### src/rtl/nn_loader_pkg.sv
// Shared constants and state encoding for the nn_input_loader slice.
// Optional build macro: NN_LOADER_TIMEOUT_EN (adds the default inter-byte timeout).
package nn_loader_pkg;

    localparam int unsigned DEF_NUM_PIXELS = 784;
    localparam int unsigned DEF_DATA_W     = 8;
    localparam int unsigned DEF_ADDR_W     = 10;
    localparam int unsigned CLASS_W        = 4;
    localparam logic [7:0]  DEF_SYNC_BYTE  = 8'hA5;
`ifdef NN_LOADER_TIMEOUT_EN
    localparam int unsigned DEF_TIMEOUT_CYCLES = 1_000_000;
`endif

    typedef enum logic [2:0] {
        ST_IDLE   = 3'd0,
        ST_LOAD   = 3'd1,
        ST_FIRE   = 3'd2,
        ST_WAIT   = 3'd3,
        ST_REPORT = 3'd4
    } state_t;

endpackage

### src/rtl/nn_loader_timeout.sv
// Inter-byte watchdog: reloads on load, counts down while enabled, flags expiry.
module nn_loader_timeout #(
    parameter int unsigned TIMEOUT_CYCLES = 1_000_000
) (
    input  logic clk,
    input  logic reset,
    input  logic load,
    input  logic en,
    output logic expire_c
);

    localparam int unsigned CNT_W = (TIMEOUT_CYCLES > 1) ? $clog2(TIMEOUT_CYCLES) : 1;

    logic [CNT_W-1:0] cnt_q;

    // Down-counter: reload to TIMEOUT_CYCLES-1, then step toward zero while enabled
    always_ff @(posedge clk or posedge reset) begin
        if (reset) begin
            cnt_q <= '0;
        end else if (load) begin
            cnt_q <= CNT_W'(TIMEOUT_CYCLES - 1);
        end else if (en && (cnt_q != '0)) begin
            cnt_q <= cnt_q - CNT_W'(1);
        end
    end

    // Expiry lands on the TIMEOUT_CYCLES-th idle cycle after the reload
    assign expire_c = en && (cnt_q == '0);

endmodule

### src/rtl/nn_input_loader.sv
// Framed pixel-stream loader: sync byte, NUM_PIXELS writes, start, wait done, report argmax.
// Optional build macro: NN_LOADER_TIMEOUT_EN (inter-byte timeout in LOAD, sticky error).
module nn_input_loader
    import nn_loader_pkg::*;
#(
    parameter int unsigned        NUM_PIXELS = DEF_NUM_PIXELS,
    parameter int unsigned        DATA_W     = DEF_DATA_W,
    parameter int unsigned        ADDR_W     = DEF_ADDR_W,
    parameter logic [DATA_W-1:0]  SYNC_BYTE  = DATA_W'(DEF_SYNC_BYTE)
`ifdef NN_LOADER_TIMEOUT_EN
    ,
    parameter int unsigned        TIMEOUT_CYCLES = DEF_TIMEOUT_CYCLES
`endif
) (
    input  logic                clk,
    input  logic                reset,
    input  logic                s_valid,
    input  logic [DATA_W-1:0]   s_data,
    output logic                s_ready,
    output logic                mem_we,
    output logic [ADDR_W-1:0]   mem_addr,
    output logic [DATA_W-1:0]   mem_wdata,
    output logic                nn_start,
    input  logic                nn_done,
    input  logic [CLASS_W-1:0]  nn_argmax,
    output logic                result_valid,
    output logic [CLASS_W-1:0]  result,
    output logic                busy,
    output logic                error,
    output logic [2:0]          state
);

    localparam logic [ADDR_W-1:0] LAST_ADDR = ADDR_W'(NUM_PIXELS - 1);

    state_t               state_q, state_d;
    logic [ADDR_W-1:0]    pix_cnt_q, pix_cnt_d;
    logic                 wait_first_q, wait_first_d;
    logic                 error_q, error_d;
    logic                 s_ready_d, mem_we_d, nn_start_d, result_valid_d, busy_d;
    logic [ADDR_W-1:0]    mem_addr_d;
    logic [DATA_W-1:0]    mem_wdata_d;
    logic [CLASS_W-1:0]   result_d;
    logic                 xfer;

    assign xfer  = s_valid && s_ready;
    assign state = state_q;
    assign error = error_q;

`ifdef NN_LOADER_TIMEOUT_EN
    logic to_load, to_en, expire_c;

    // Held loaded outside LOAD and on every transfer; counts only idle LOAD cycles
    assign to_load = (state_q != ST_LOAD) || xfer;
    assign to_en   = (state_q == ST_LOAD) && !xfer;

    nn_loader_timeout #(
        .TIMEOUT_CYCLES (TIMEOUT_CYCLES)
    ) u_timeout (
        .clk      (clk),
        .reset    (reset),
        .load     (to_load),
        .en       (to_en),
        .expire_c (expire_c)
    );
`endif

    // State register and registered outputs
    always_ff @(posedge clk or posedge reset) begin
        if (reset) begin
            state_q      <= ST_IDLE;
            pix_cnt_q    <= '0;
            wait_first_q <= 1'b0;
            error_q      <= 1'b0;
            s_ready      <= 1'b0;
            mem_we       <= 1'b0;
            mem_addr     <= '0;
            mem_wdata    <= '0;
            nn_start     <= 1'b0;
            result_valid <= 1'b0;
            result       <= '0;
            busy         <= 1'b0;
        end else begin
            state_q      <= state_d;
            pix_cnt_q    <= pix_cnt_d;
            wait_first_q <= wait_first_d;
            error_q      <= error_d;
            s_ready      <= s_ready_d;
            mem_we       <= mem_we_d;
            mem_addr     <= mem_addr_d;
            mem_wdata    <= mem_wdata_d;
            nn_start     <= nn_start_d;
            result_valid <= result_valid_d;
            result       <= result_d;
            busy         <= busy_d;
        end
    end

    // Next-state and next-output logic
    always_comb begin
        state_d      = state_q;
        pix_cnt_d    = pix_cnt_q;
        wait_first_d = 1'b0;
        error_d      = error_q;
        mem_we_d     = 1'b0;
        mem_addr_d   = mem_addr;
        mem_wdata_d  = mem_wdata;
        result_d     = result;

        case (state_q)
            ST_IDLE: begin
                if (xfer && (s_data == SYNC_BYTE)) begin
                    state_d   = ST_LOAD;
                    pix_cnt_d = '0;
                    error_d   = 1'b0;
                end
            end
            ST_LOAD: begin
                // Sync bytes here are ordinary pixel data
                if (xfer) begin
                    mem_we_d    = 1'b1;
                    mem_addr_d  = pix_cnt_q;
                    mem_wdata_d = s_data;
                    pix_cnt_d   = pix_cnt_q + ADDR_W'(1);
                    if (pix_cnt_q == LAST_ADDR) begin
                        state_d = ST_FIRE;
                    end
                end
`ifdef NN_LOADER_TIMEOUT_EN
                else if (expire_c) begin
                    state_d = ST_IDLE;
                    error_d = 1'b1;
                end
`endif
            end
            ST_FIRE: begin
                state_d      = ST_WAIT;
                wait_first_d = 1'b1;
            end
            ST_WAIT: begin
                // First WAIT cycle may still see done from the previous run
                if (!wait_first_q && nn_done) begin
                    result_d = nn_argmax;
                    state_d  = ST_REPORT;
                end
            end
            ST_REPORT: begin
                state_d = ST_IDLE;
            end
            default: begin
                state_d = ST_IDLE;
            end
        endcase

        s_ready_d      = (state_d == ST_IDLE) || (state_d == ST_LOAD);
        busy_d         = (state_d != ST_IDLE);
        result_valid_d = (state_d == ST_REPORT);
        // Registered off FIRE so start lands one cycle after the last pixel write
        nn_start_d     = (state_q == ST_FIRE);
    end

endmodule

### config.mk
export PLATFORM = sky130hd
export DESIGN_NAME = nn_input_loader
export DESIGN_NICKNAME = d
export VERILOG_FILES = /design/src/rtl/nn_loader_pkg.sv /design/src/rtl/nn_loader_timeout.sv /design/src/rtl/nn_input_loader.sv
export SDC_FILE = /design/constraint.sdc
export NUM_CORES = 1
export LEC_CHECK = 0
export ABC_AREA = 1
export CAP_MARGIN = 20
export CORE_MARGIN = 4
export CORE_UTILIZATION = 35
export CTS_BUF_LIST = sky130_fd_sc_hd__clkbuf_8
export CTS_CLUSTER_DIAMETER = 80
export DETAILED_ROUTE_END_ITERATION = 7
export DONT_BUFFER_PORTS = 1
export GPL_TIMING_DRIVEN = 0
export MAX_ROUTING_LAYER = met4
export PLACE_DENSITY_LB_ADDON = 0.25
export SETUP_SLACK_MARGIN = 0.5
export SLEW_MARGIN = 20
export SYNTH_ARGS = -nofsm -noshare
export SYNTH_HDL_FRONTEND = slang
export SYNTH_SLANG_ARGS = --single-unit
### constraint.sdc
create_clock -name clk -period 1.5 [get_ports clk]
set_clock_uncertainty 0.1 [all_clocks]
set_input_delay 0.3 -clock clk [delete_from_list [all_inputs] [get_ports clk]]
set_output_delay 0.3 -clock clk [all_outputs]
set_load 0.02 [all_outputs]
==> flow_metrics.py, run 1 <==
metrics = {
    "routing": {
        "routed_via_density": 4.86,
        "drt_iter0_drc": 133,
        "drtAntennaViolNets": 0,
        "totalWireLength_um": 4600,
        "via_count": 1540,
        "drc_errors": 0,
        "drt_pass1_iterations": 4,
        "wire_per_inst_um": 14.5,
    },
    "hold_path": {
        "min-delay-path-class": "in -> async",
    },
    "placement": {
        "dp_hpwl_um": 3070,
        "place_congestion": 0.877,
        "dp_slack_ns": -0.0767,
        "dpl.cell_count": 290,
        "port_buffers": 0,
    },
    "timing": {
        "finalHoldViolCount": 40,
        "finalSetupViolCount": 0,
        "fin_crit_ns": 1.46,
        "fmax_mhz": 683,
        "tns_ns": 0,
        "worst_pin_slew_ns": 0.854,
        "drv_slew": 0,
        "rsz0062_at_grt": "yes",
        "fin_crit_sh": 0.976,
        "slew_headroom": 0.429,
        "fin_hold_ws_ns": -0.0738,
        "layout_setup_ws_ns": 0.0359,
    },
    "synthesis": {
        "synth_top_cells_by_count": "66 x nand2_1, 40 x dfrtp_1, 25 x inv_1",
        "synth.most_common_cell": "nand2_1",
        "synth-seq-cells": 40,
        "syn_area_mm2": 0.00187,
        "synthArstFlopShare": 1.00,
        "synth_nets": 237,
        "synth_flop_cell": "dfrtp_1",
        "ys_types": 26,
        "synth_edf_count": 0,
        "yosys.area.top_type": "dfrtp_1",
        "synthCells": 220,
        "synth-warning-count": 0,
        "seq_area_frac_synth": 0.536,
        "avgSynthCellArea_um2": 8.49,
        "synth_top_area_frac": 0.536,
        "netlist_top_cells_area": "dfrtp_1 54%, nand2_1 13%, inv_1 5.0%",
    },
    "floorplanning": {
        "design.core.area_mm2": 0.00514,
        "die_y_um": 81.0,
        "rows": 26,
        "die_w_um": 81.0,
        "dieArea_mm2": 0.00657,
        "initial_core_util": 0.363,
        "num_io_pins": 47,
    },
    "critical_path": {
        "crit_arrival_ns": 1.55,
        "r2r-end": "pix_cnt_q[5]$_DFFE_PP0P_",
        "crit_start": "state[1]$_DFF_PP0_",
        "worst_ep_required_time_ns": 1.59,
        "reg2regPathDepth": 7,
        "crit_type": "reg -> reg",
        "r2r_setup_slack_ns": 0.04,
        "cp-end-kind": "register",
        "cp_max_fo": 5,
        "start_kind": "register",
        "rr_startpoint": "state[1]$_DFF_PP0_",
    },
    "layout": {
        "ff_latch_area_mm2": 0.00104,
        "fin_cells": 317,
        "fillers": 501,
        "area_growth_pct": 34.2,
        "antennaDiodeCount": 0,
        "fin_nets": 263,
        "multi_input_area_um2": 877,
        "layout-drive-gt1-share": 0.441,
        "fin_util": 0.488,
    },
    "power": {
        "p_total_mw": 3.15,
        "ir_worst_vdd_mv": 0.424,
        "powerDensity_mw_per_mm2": 1260,
        "p_leak_nw": 1.18,
    },
    "global_routing": {
        "overflow": 0,
        "grt_pass1_vias": 1515,
        "grt_max_degree": 41,
        "grt_usage": 0.157,
        "antenna_found_initial": 0,
        "grt_pass1_wl_um": 7590,
    },
    "status": {
        "outcome": "complete, but fails checks",
        "violations": "hold timing",
    },
    "clock_network": {
        "cts_tree": "done",
        "numCtsBuffers": 5,
        "root_buffer": "clkbuf_8",
        "htreeDepth": 2,
        "clock_path_buffers": 2,
        "cts.sinks": 40,
        "clk_latency_ns": 0.29,
        "clk_pin_slew_worst_paths_ns": 0.09,
    },
    "job": {
        "drv_cap": 0,
    },
}
-- cell families after synthesis --
kind of cell	count (synthesis)	synth area share
AOI/OAI and AO/OA	21	0.0597
xor gates and xnor gates	1	0.00469
adders and majority gates	1	0.00670
buffers and inverters	35	0.0878
DFF	40	0.536
other	1	0.00201
and+or+nand+nor	121	0.303
-- report_power, final --
group          internal, mW  total, mW  switching, mW
logic                 0.249      0.558          0.309
registers              1.30       1.66          0.361
clock network         0.544      0.932          0.387
-- cell type report --
type	count	area share
Buffer	5	0.0275
Clock buffer	6	0.0330
Clock inverter	2	0.0155
Inverter	30	0.0529
Multi-Input combinational cell	147	0.350
Sequential cell	40	0.415
Tap cell	70	0.0349
Timing Repair Buffer	17	0.0709
-- flip-flops by register name, summed over array words and instances (netlist names) --
signal and flops:
busy 1, mem_addr 10, mem_wdata 8, mem_we 1, nn_start 1, pix_cnt_q 10
result 4, result_valid 1, s_ready 1, state 3
-- what timing repair did --
item,4_1_cts,5_1_grt
pin swaps,12,10
endpoints found under the setup margin,69,70
endpoints found under the hold margin,43,29
hold buffers,3,1
buffers inserted,7,5
resized for setup,47,30
gates cloned,3,0
-- cells in the final DEF, fill, tap and decap left out, types with 4 or more instances in the layout --
master	count
buf_4	10
clkbuf_8	6
dfrtp_1	8
dfrtp_2	32
dlygate4sd3_1	4
inv_1	23
nand2_1	50
nand2_2	16
nand2_4	4
nand3_1	11
nand3_2	5
nand4_1	8
nor2_1	14
nor2_4	4
nor3_1	4
o21ai_1	11
o21ai_2	5
-- how the worst max path moves through the flow --
stage	endpoint	slack (ns)	cells past startpoint
final	pix_cnt_q[5]$_DFFE_PP0P_	0.04	7
after detailed placement	s_ready$_DFF_PP0_	-0.08	6
after global placement	s_ready$_DFF_PP0_	-0.07	6
after CTS	pix_cnt_q[7]$_DFFE_PP0P_	0.01	7
after floorplan	pix_cnt_q[0]$_DFFE_PP0P_	0.19	7
after global routing	pix_cnt_q[7]$_DFFE_PP0P_	-0.06	7
-- stage by stage --
step                hold WS (ns)  cell area [um2]
floorplan                  0.179             1890
global placement           0.284             1980
detailed placement         0.287             1980
CTS                      -0.0371             2340
global route             -0.0188             2510
finish                   -0.0738             2510
-- per-layer routing --
| metal | GRT usage | wire (um) | part of all wire |
|---|---|---|---|
| met1 | 0.192 | 1950 | 0.42 |
| met2 | 0.258 | 2300 | 0.50 |
| met3 | 0.0421 | 311 | 0.068 |
| met4 | 0.0405 | 38 | 0.0083 |
| met5 | - | 0 | 0 |
-- worst max-delay path, cell delays in order (launching register included) --
cell	delay (ns)
dfrtp_2	0.48
nor2_4	0.19
nand2_4	0.11
nor2_4	0.15
buf_6	0.15
nand3_2	0.07
nand2_1	0.08
nor2_1	0.04
(Power assumes the default switching activity.)
==> run 2: changes to the inputs <==
--- a/config.mk
+++ b/config.mk
@@ -17,7 +17,7 @@
 export MAX_ROUTING_LAYER = met4
 export PLACE_DENSITY_LB_ADDON = 0.25
 export SETUP_SLACK_MARGIN = 0.5
-export SLEW_MARGIN = 20
+export SLEW_MARGIN = 30
 export SYNTH_ARGS = -nofsm -noshare
 export SYNTH_HDL_FRONTEND = slang
 export SYNTH_SLANG_ARGS = --single-unit
==> run 2 against run 1 <==
Effect of this change:
- the flow still finishes with violations (hold timing)
- worst hold slack lost 0.19 ns
- maximum frequency is 0.64% lower
- die area is the same
- routed wire length increased by 0.63%
- combinational power increased by 1%
- total power up 0.32%
- sequential cell count is the same
- design area rose by 0.80%
- register-to-register slack is essentially flat
- largest power group unchanged
==> flow_metrics.py, run 2 (synthesis gave the netlist of run 1 again) <==
metrics = {
    "status": {
        "outcome": "complete, but fails checks",
        "violations": "hold timing",
    },
    "critical_path": {
        "cp_max_fo": 5,
        "start_kind": "register",
        "crit_type": "reg -> reg",
        "cp-end-kind": "register",
        "worst_ep_required_time_ns": 1.59,
        "crit_arrival_ns": 1.56,
    },
    "clock_network": {
        "numCtsBuffers": 5,
        "clock_path_buffers": 2,
        "cts_tree": "done",
        "root_buffer": "clkbuf_8",
        "clk_latency_ns": 0.29,
        "cts.sinks": 40,
        "htreeDepth": 2,
        "clk_pin_slew_worst_paths_ns": 0.08,
    },
    "routing": {
        "routed_via_density": 4.90,
        "totalWireLength_um": 4630,
        "wire_per_inst_um": 14.6,
        "drc_errors": 0,
        "drt_iter0_drc": 139,
        "drtAntennaViolNets": 0,
        "drt_pass1_iterations": 4,
        "via_count": 1557,
    },
    "floorplanning": {
        "num_io_pins": 47,
        "die_y_um": 81.0,
        "dieArea_mm2": 0.00657,
        "initial_core_util": 0.363,
        "design.core.area_mm2": 0.00514,
        "rows": 26,
        "die_w_um": 81.0,
    },
    "timing": {
        "fmax_mhz": 679,
        "tns_ns": 0,
        "layout_setup_ws_ns": 0.0265,
        "finalSetupViolCount": 0,
        "fin_crit_sh": 0.982,
        "fin_hold_ws_ns": -0.259,
        "rsz0062_at_grt": "yes",
        "drv_slew": 0,
        "finalHoldViolCount": 14,
        "fin_crit_ns": 1.47,
    },
    "layout": {
        "final_common_cell": "nand2_1",
        "fin_nets": 264,
        "layout-drive-gt1-share": 0.444,
        "mostFrequentLayoutCells": "50 x nand2_1, 32 x dfrtp_2, 23 x inv_1",
        "largestRegisters": "mem_addr: 10 flops, pix_cnt_q: 10 flops, mem_wdata: 8 flops",
        "antennaDiodeCount": 0,
        "fillers": 498,
        "area_growth_pct": 35.3,
    },
    "power": {
        "p_leak_nw": 1.19,
        "powerDensity_mw_per_mm2": 1250,
        "ir_worst_vdd_mv": 0.426,
    },
    "global_routing": {
        "antenna_found_initial": 0,
        "grt_pass1_wl_um": 7590,
        "grt_usage": 0.157,
        "overflow": 0,
        "grt_pass1_vias": 1515,
        "grt_max_degree": 41,
    },
    "job": {
        "drv_cap": 0,
    },
    "placement": {
        "dp_hpwl_um": 3070,
        "port_buffers": 0,
        "place_congestion": 0.877,
        "dp_slack_ns": -0.0767,
    },
    "hold_path": {
        "min-delay-path-class": "in -> async",
    },
}
run 2: critical path: stages (launching register included):
cell,delay (ns)
dfrtp_2,0.48
nor2_4,0.19
nand2_4,0.11
nor2_4,0.15
buf_6,0.15
nand3_2,0.08
nand2_1,0.08
nor2_1,0.04
run 2: routing by layer:
| metal | vias up | share of wire | track usage |
|---|---|---|---|
| met1 | 759 | 0.42 | 0.192 |
| met3 | 5 | 0.065 | 0.0421 |
| met4 | 0 | 0.0080 | 0.0405 |
| met5 | - | 0 | - |
| li1 | 754 | - | - |
| met2 | 39 | 0.51 | 0.258 |
run 2: cell type report:
| type | instances | area (um2) | share of cell area |
|---|---|---|---|
| buffer | 5 | 68.8 | 0.0272 |
| multi-input combinational | 147 | 877 | 0.347 |
| tap | 70 | 87.6 | 0.0347 |
| clock inverter | 2 | 38.8 | 0.0154 |
| inverter | 30 | 133 | 0.0525 |
| timing repair buffer | 18 | 198 | 0.0783 |
| sequential | 40 | 1040 | 0.412 |
| clock buffer | 6 | 82.6 | 0.0327 |
run 2: path summary, 6_finish.rpt:
| kind | cells past startpoint | slack [ns] | to | startpoint |
|---|---|---|---|---|
| worst max-delay path | 7 | 0.03 | pix_cnt_q[5]$_DFFE_PP0P_ | state[1]$_DFF_PP0_ |
| worst min-delay path | 1 | -0.26 | nn_start$_DFF_PP0_ | reset |
| worst max register to register | 7 | 0.03 | pix_cnt_q[5]$_DFFE_PP0P_ | state[1]$_DFF_PP0_ |
| worst min register to register | 2 | 0.48 | mem_addr[8]$_DFFE_PP0P_ | mem_addr[8]$_DFFE_PP0P_ |
| max in group asynchronous | 2 | 1.11 | pix_cnt_q[1]$_DFFE_PP0P_ | reset |
| min in group clk | 2 | 0.01 | result[2]$_DFFE_PP0P_ | nn_argmax[2] |
run 2: metrics by stage:
stage / total power, mW / util / instances / cell area (um2) / hold WS (ns)
detailed placement: 2.03 / 0.384 / 290 / 1980 / 0.287
finish: 3.16 / 0.491 / 318 / 2530 / -0.259
global placement: 2.02 / 0.384 / 290 / 1980 / 0.284
CTS: 3.10 / 0.456 / 311 / 2340 / -0.0371
global route: 3.33 / 0.491 / 318 / 2530 / -0.253
floorplan: 1.91 / - / 220 / 1890 / 0.179
run 2: timing repair:
action,CTS,global route
hold buffers,3,1
setup buffers,7,5
setup endpoints to repair,69,70
gates resized for setup,47,30
pin swaps,12,10
gates cloned,3,0
hold endpoints to repair,43,15
run 2: power breakdown:
| group | internal, mW | total [mW] | switching [mW] |
|---|---|---|---|
| Sequential | 1.30 | 1.66 | 0.362 |
| Clock | 0.544 | 0.934 | 0.390 |
| Combinational | 0.255 | 0.565 | 0.310 |
==> run 3: changes to the inputs <==
--- a/config.mk
+++ b/config.mk
@@ -6,7 +6,6 @@
 export NUM_CORES = 1
 export LEC_CHECK = 0
 export ABC_AREA = 1
-export CAP_MARGIN = 20
 export CORE_MARGIN = 4
 export CORE_UTILIZATION = 35
 export CTS_BUF_LIST = sky130_fd_sc_hd__clkbuf_8
@@ -14,10 +13,8 @@
 export DETAILED_ROUTE_END_ITERATION = 7
 export DONT_BUFFER_PORTS = 1
 export GPL_TIMING_DRIVEN = 0
-export MAX_ROUTING_LAYER = met4
 export PLACE_DENSITY_LB_ADDON = 0.25
 export SETUP_SLACK_MARGIN = 0.5
-export SLEW_MARGIN = 30
 export SYNTH_ARGS = -nofsm -noshare
 export SYNTH_HDL_FRONTEND = slang
 export SYNTH_SLANG_ARGS = --single-unit
==> run 3 against run 2 <==
Effect of this change:
- the flow finishes with violations (hold timing, setup timing)
- critical endpoint is now mem_wdata[4]$_DFFE_PP0P_
- count of clock-buffer cells in the layout is 1 lower
- critical path type unchanged
- sequential share of layout area up 0.094 points
- highest routed layer unchanged
- worst setup slack got worse by 0.029 ns
==> flow_metrics.py, run 3 (synthesis gave the netlist of run 1 again) <==
metrics = {
    "status": {
        "outcome": "complete, but fails checks",
        "violations": "hold timing, setup timing",
    },
    "floorplanning": {
        "initial_core_util": 0.363,
        "die_w_um": 81.0,
        "die_y_um": 81.0,
        "num_io_pins": 47,
        "rows": 26,
        "dieArea_mm2": 0.00657,
        "design.core.area_mm2": 0.00514,
    },
    "critical_path": {
        "crit_arrival_ns": 1.64,
        "cp_max_fo": 6,
        "start_kind": "register",
        "worst_ep_required_time_ns": 1.64,
        "reg2regPathDepth": 7,
        "cp-end-kind": "register",
        "crit_slowest_cell": "dfrtp_2",
        "crit_type": "reg -> reg",
        "critPathMaxStageDelay_ns": 0.49,
        "cp_cell_sequence": "nor2_4 > nand2_4 > nor2_4 > buf_6 > buf_12 > nand2_4 > nand2_1",
    },
    "layout": {
        "mostFrequentLayoutCells": "54 x nand2_1, 31 x dfrtp_2, 23 x inv_1",
        "final_area_mm2": 0.00252,
        "area_growth_pct": 34.9,
        "largestRegisters": "mem_addr: 10 flops, pix_cnt_q: 10 flops, mem_wdata: 8 flops",
        "fin_cells": 320,
        "final_common_cell": "nand2_1",
        "antennaDiodeCount": 0,
        "layout-drive-gt1-share": 0.428,
        "fin_nets": 266,
    },
    "placement": {
        "dp_hpwl_um": 3040,
        "post_dp_cell_area_mm2": 0.00198,
        "place_congestion": 0.882,
        "port_buffers": 0,
        "dpl.cell_count": 290,
    },
    "routing": {
        "via_count": 1542,
        "drtAntennaViolNets": 0,
        "drc_errors": 0,
        "drt_pass1_iterations": 4,
        "routed_via_density": 4.82,
        "wire_per_inst_um": 14.2,
        "drt_iter0_drc": 112,
        "totalWireLength_um": 4550,
    },
    "clock_network": {
        "clk_latency_ns": 0.30,
        "clk_pin_slew_worst_paths_ns": 0.09,
        "cts.sinks": 40,
        "cts_tree": "done",
        "numCtsBuffers": 5,
        "htreeDepth": 2,
        "clock_path_buffers": 2,
        "root_buffer": "clkbuf_8",
        "ctsHoldBuffers": 8,
    },
    "timing": {
        "worst_pin_slew_ns": 0.860,
        "slew_headroom": 0.426,
        "finalHoldViolCount": 40,
        "fmax_mhz": 666,
        "finalSetupViolCount": 1,
        "drv_slew": 0,
        "layout_setup_ws_ns": -0.00221,
        "fin_crit_sh": 1.00,
        "fin_hold_ws_ns": -0.0862,
        "rsz0062_at_grt": "yes",
        "fin_crit_ns": 1.50,
    },
    "power": {
        "powerDensity_mw_per_mm2": 1240,
        "ir_worst_vdd_mv": 0.496,
        "p_leak_nw": 1.20,
    },
    "global_routing": {
        "grt_max_degree": 41,
        "overflow": 0,
        "antenna_found_initial": 0,
        "grt_pass1_wl_um": 7430,
        "grt_pass1_vias": 1502,
        "grt_usage": 0.150,
    },
    "job": {
        "drv_cap": 0,
    },
    "hold_path": {
        "min-delay-path-class": "in -> async",
    },
}
## run 3: timing repair
| item | in CTS | in global routing |
|---|---|---|
| setup buffers | 8 | 4 |
| hold endpoints to repair | 48 | 39 |
| endpoints found under the setup margin | 69 | 70 |
| pin swaps | 12 | 13 |
| gates cloned | 0 | 2 |
| resized for setup | 42 | 27 |
## run 3: path summary, 6_finish.rpt
check                                        startpoint                  endpoint  slack, ns
worst max-delay path                 state[1]$_DFF_PP0_  mem_wdata[4]$_DFFE_PP0P_     -0.002
worst min-delay path                              reset    result_valid$_DFF_PP0_      -0.09
worst max register to register       state[1]$_DFF_PP0_  mem_wdata[4]$_DFFE_PP0P_     -0.002
worst min register to register  mem_addr[9]$_DFFE_PP0P_   mem_addr[9]$_DFFE_PP0P_       0.47
max in group asynchronous                         reset   mem_addr[8]$_DFFE_PP0P_       0.86
min in group clk                              s_data[5]  mem_wdata[5]$_DFFE_PP0P_       0.05
## run 3: where the power goes
part | internal [mW] | switching [mW] | leakage [nW] | total [mW]
registers | 1.30 | 0.336 | 0.482 | 1.63
clock network | 0.501 | 0.411 | 0.0548 | 0.912
logic | 0.255 | 0.313 | 0.661 | 0.568
total | 2.05 | 1.06 | 1.20 | 3.11
## run 3: layer usage
metal	up-vias	GRT usage	part of all wire
met2	43	0.237	0.49
met4	0	0.0574	0.017
met3	7	0.0543	0.070
li1	757	-	-
met1	735	0.187	0.42
met5	-	0	0
## run 3: cell type report
type / count / area [um2]
fill: 511 / 2620
sequential: 40 / 1040
multi-input combinational: 145 / 840
timing repair buffer: 22 / 240
inverter: 30 / 131
tap: 70 / 87.6
clock buffer: 5 / 68.8
buffer: 5 / 63.8
clock inverter: 3 / 46.3
## run 3: metrics by stage
step           total power, mW  worst slack, ns  setup TNS [ns]   util
2_1_floorplan             1.91            0.191               0      -
3_3_place_gp              2.01          -0.0597         -0.0677  0.384
3_5_place_dp              2.03          -0.0481         -0.0481  0.384
4_1_cts                   3.09           0.0290               0  0.459
5_1_grt                   3.29          -0.0588          -0.679  0.490
6_report                  3.11         -0.00221        -0.00221  0.490
## run 3: critical path: cells and delay by family (launching register included)
kind / cells / cell delay (ns)
and+or+nand+nor: 5 / 0.56
DFF: 1 / 0.49
buffers and inverters: 2 / 0.28
